## config.mk

```make
export PLATFORM = sky130hd
export DESIGN_NAME = pipe_stage_skid
export DESIGN_NICKNAME = d
export VERILOG_FILES = /design/src/rtl/pipe_stage_skid.sv
export SDC_FILE = /design/constraint.sdc
export NUM_CORES = 1
export LEC_CHECK = 0
export ABC_AREA = 0
export CAP_MARGIN = 20
export CELL_PAD_IN_SITES_DETAIL_PLACEMENT = 1
export CELL_PAD_IN_SITES_GLOBAL_PLACEMENT = 1
export CORE_MARGIN = 2
export CORE_UTILIZATION = 43
export DETAILED_ROUTE_END_ITERATION = 12
export PLACE_DENSITY_LB_ADDON = 0.1
export SYNTH_ARGS = -nofsm -noshare
export SYNTH_HDL_FRONTEND = slang
export SYNTH_SLANG_ARGS = --single-unit
```

## constraint.sdc

```tcl
create_clock -name clk -period 2.33 [get_ports clk]
set_input_delay 0.5825 -clock clk [delete_from_list [all_inputs] [get_ports clk]]
set_output_delay 0.5825 -clock clk [all_outputs]
set_load 0.005 [all_outputs]
```

## src/rtl/pipe_stage_skid.sv

```systemverilog
// Pipeline stage register with valid/ready handshake and a two-entry skid buffer.
// in_ready comes straight from the state register, so ready never ripples between stages.
`timescale 1ns/1ps

module pipe_stage_skid #(
  parameter int unsigned           DATA_WIDTH = 16,
  parameter logic [DATA_WIDTH-1:0] RESET_VAL  = '0
) (
  input  logic                  clk,
  input  logic                  rst_n,
  input  logic                  flush,
  input  logic                  in_valid,
  output logic                  in_ready,
  input  logic [DATA_WIDTH-1:0] in_data,
  output logic                  out_valid,
  input  logic                  out_ready,
  output logic [DATA_WIDTH-1:0] out_data,
  output logic [1:0]            occupancy
);

  localparam logic [1:0] StEmpty = 2'd0;
  localparam logic [1:0] StOne   = 2'd1;
  localparam logic [1:0] StFull  = 2'd2;

  logic [1:0]            state_q, state_d;
  logic [DATA_WIDTH-1:0] main_q, main_d;
  logic [DATA_WIDTH-1:0] skid_q, skid_d;
  logic                  in_fire, out_fire;

  assign in_ready  = (state_q != StFull);
  assign out_valid = (state_q != StEmpty);
  assign out_data  = main_q;
  assign occupancy = state_q;

  assign in_fire  = in_valid & in_ready;
  assign out_fire = out_valid & out_ready;

  always_comb begin
    state_d = state_q;
    main_d  = main_q;
    skid_d  = skid_q;
    // Flush empties the stage but leaves both data registers untouched.
    if (flush) begin
      state_d = StEmpty;
    end else begin
      case (state_q)
        StEmpty: begin
          if (in_fire) begin
            state_d = StOne;
            main_d  = in_data;
          end
        end
        StOne: begin
          if (in_fire && out_fire) begin
            main_d = in_data;
          end else if (in_fire) begin
            state_d = StFull;
            skid_d  = in_data;
          end else if (out_fire) begin
            state_d = StEmpty;
          end
        end
        StFull: begin
          if (out_fire) begin
            state_d = StOne;
            main_d  = skid_q;
          end
        end
        default: state_d = StEmpty;
      endcase
    end
  end

  always_ff @(posedge clk or negedge rst_n) begin
    if (!rst_n) begin
      state_q <= StEmpty;
      main_q  <= RESET_VAL;
      skid_q  <= RESET_VAL;
    end else begin
      state_q <= state_d;
      main_q  <= main_d;
      skid_q  <= skid_d;
    end
  end

endmodule

```

==> results.json, run 1 <==
{
  "slew_viol_final": 0,
  "power.total_mw": 1.65,
  "drive_above_1_share": 0.432,
  "fin_crit_ns": 2.10,
  "avgViaCountPerCell": 4.92,
  "final-seq-area_um2": 851,
  "setup_viol": 0,
  "route.met3.wl_um": 148,
  "fin_setup_tns_ns": 0,
  "area_growth_pct": 31.8,
  "cp-startpoint": "occupancy[1]",
  "dr_wl_met2_um": 1720,
  "r2r_setup_slack_ns": 0.56,
  "nets": 170,
  "first_pass_iters": 3,
  "r2r-end": "out_data[12]",
  "irDropWorstVdd_mv": 0.430,
  "rows": 22,
  "nFillCells": 351,
  "antennaDiodeCount": 0,
  "finish.utilization": 0.595,
  "die_y_um": 66.2,
  "cts_resized": 0,
  "hold_buffers": 0,
  "cts_buffers": 5,
  "syn_area_um2": 1660,
  "htree_levels": 2,
  "cp_slowest_cell": "clkdlybuf4s50_1",
  "grtUsageTotal": 0.165,
  "mostFrequentLayoutCells": "clkdlybuf4s50_1 (39), dfrtp_1 (34), mux2_4 (26)",
  "powerDensity_nw_per_um2": 754,
  "cp_num_cells": 2,
  "core_um2": 3690,
  "path_cells": "or2_2 -> clkdlybuf4s50_1",
  "hp-class": "input port to async pin",
  "overflow": 0,
  "syn_nets": 123,
  "worstPathArrival_ns": 1.52,
  "cts_root_buf": "clkbuf_8",
  "post_cts_buffers": 0,
  "antenna_found_initial": 0,
  "wl_met1_um": 1330,
  "grt_pass1_wl_um": 5400,
  "crit_fanout": 7,
  "reg2reg_depth": 4,
  "drv_cap": 0,
  "p_int_mw": 1.27,
  "top_layer_used": "met4",
  "worstSetupPathType": "register to primary output",
  "ys_seq_area_frac": 0.511,
  "avgSynthCellArea_um2": 16.3,
  "leakage_nw": 0.941,
  "antenna_left": 0,
  "num_vias": 964,
  "cpPeakStageDelay_ns": 0.47,
  "ys_types": 21,
  "switching_share": 0.232,
  "multi_input_area_um2": 758,
  "drc": 0,
  "grt_setup_unrepaired": "no",
  "start_util": 0.451,
  "final_area_um2": 2190,
  "die_x_um": 66.2,
  "seq_power_share": 0.490,
  "endpoint_kind": "primary output",
  "dieArea_um2": 4380,
  "io_buffers": 40,
  "placed_cell_area_um2": 2110,
  "final.setup_skew_ns": 0.00230,
  "io_pins": 41,
  "startpoint_type": "register",
  "routabilityCongestion": 0.727,
  "clockBufferDepth": 2,
  "pwr-share-clk": 0.252,
  "outcome": "completed",
  "p_comb_frac": 0.258,
  "grt_max_degree": 35,
  "yosysWarnings": 0,
  "drt_iter0_markers": 27,
  "crit_end": "out_valid",
  "cts.clk_slew.worst_paths_ns": 0.06,
  "cts_tree": "done",
  "syn_inst": 102,
  "dp_hpwl_um": 2280,
  "wl_um": 3200,
  "layout_commonest_cell": "clkdlybuf4s50_1",
  "wl_per_cell_um": 16.3,
  "slew_headroom": 0.433,
  "required_ns": 1.75,
  "timing.rr.start": "occupancy[1]",
  "cp_num_buf_inv": 1,
  "ys_ff_latch": 34,
  "cp_top_family": "buffers and inverters",
  "final.period_utilization": 0.901,
  "power_switching_mw": 0.384,
  "worstSkewPairLatency_ns": 0.27,
  "fmax_mhz": 476,
  "first_global_vias": 1098,
  "max_slew.worst_pin.slew_ns": 0.850,
  "finalHoldViolCount": 0,
  "clock_sinks": 34
}
[layout make-up]
type                       count  area share
timing repair buffer          44       0.200
multi-input combinational     63       0.346
tap                           48      0.0274
inverter                       1     0.00171
sequential                    34       0.388
clock buffer                   6      0.0376
[sequential cells by signal, indices dropped and copies added, names as in the netlist]
signal / flops
occupancy: 2
out_data: 16
skid_q: 16
[logic make-up after synthesis]
logic type / after synthesis / synth area share
AND/OR/NAND/NOR: 10 / 0.0451
multiplexers: 48 / 0.383
AO/OA/AOI/OAI: 5 / 0.0256
buffers and inverters: 5 / 0.0346
flip-flops: 34 / 0.511
[through the flow]
step | std cells | setup slack (ns) | hold WS [ns]
CTS | 196 | 0.222 | 0.433
finish | 196 | 0.230 | 0.409
global placement | 190 | 0.122 | 0.473
floorplan | 102 | 0.585 | 0.287
global route | 196 | 0.171 | 0.464
detailed placement | 190 | 0.0348 | 0.489
[per-layer routing]
metal	track usage	vias up
met5	0	-
met4	0.0459	0
met3	0.0460	2
met2	0.288	23
met1	0.198	485
li1	-	454
[synthesized netlist by cell type]
cell type | number | area (µm²)
a21oi_1 | 2 | 10.0
a21oi_4 | 1 | 16.3
buf_12 | 1 | 20.0
buf_6 | 3 | 33.8
dfrtp_1 | 34 | 851
inv_1 | 1 | 3.75
mux2_1 | 2 | 22.5
mux2_2 | 20 | 225
mux2_4 | 26 | 390
nand2_1 | 1 | 3.75
nand2_2 | 1 | 6.26
nand2b_2 | 1 | 8.76
nand3b_1 | 1 | 7.51
nor2_1 | 1 | 3.75
nor2b_1 | 1 | 6.26
nor2b_2 | 1 | 8.76
nor3_1 | 1 | 5.00
nor3b_4 | 1 | 18.8
o21a_1 | 1 | 7.51
o22a_1 | 1 | 8.76
or2_2 | 1 | 6.26
[worst min path at each step]
stage / start / endpoint / slack (ns) / cells past startpoint
6_report: rst_n / out_data[2] / 0.41 / 1
5_1_grt: rst_n / skid_q[8] / 0.46 / 1
4_1_cts: rst_n / skid_q[13] / 0.43 / 1
3_5_place_dp: skid_q[10] / skid_q[10] / 0.49 / 1
3_3_place_gp: out_data[12] / out_data[12] / 0.47 / 1
2_1_floorplan: rst_n / occupancy[0] / 0.29 / 0
[power by group through the flow]
stage                     sequential, mW  combinational [mW]  clock [mW]
after floorplan                    0.803               0.226           0
after global placement             0.810               0.419           0
after detailed placement           0.819               0.435           0
after CTS                          0.813               0.435       0.433
after global routing               0.830               0.460       0.464
final                              0.811               0.427       0.417
Note: power is estimated with default switching activity, not from simulation.
==> inputs of run 2 (changes only) <==
- TNS_END_PERCENT: unset -> 50
==> results of run 2 <==
Final layout, timing and power as in run 1 (identical DEF).
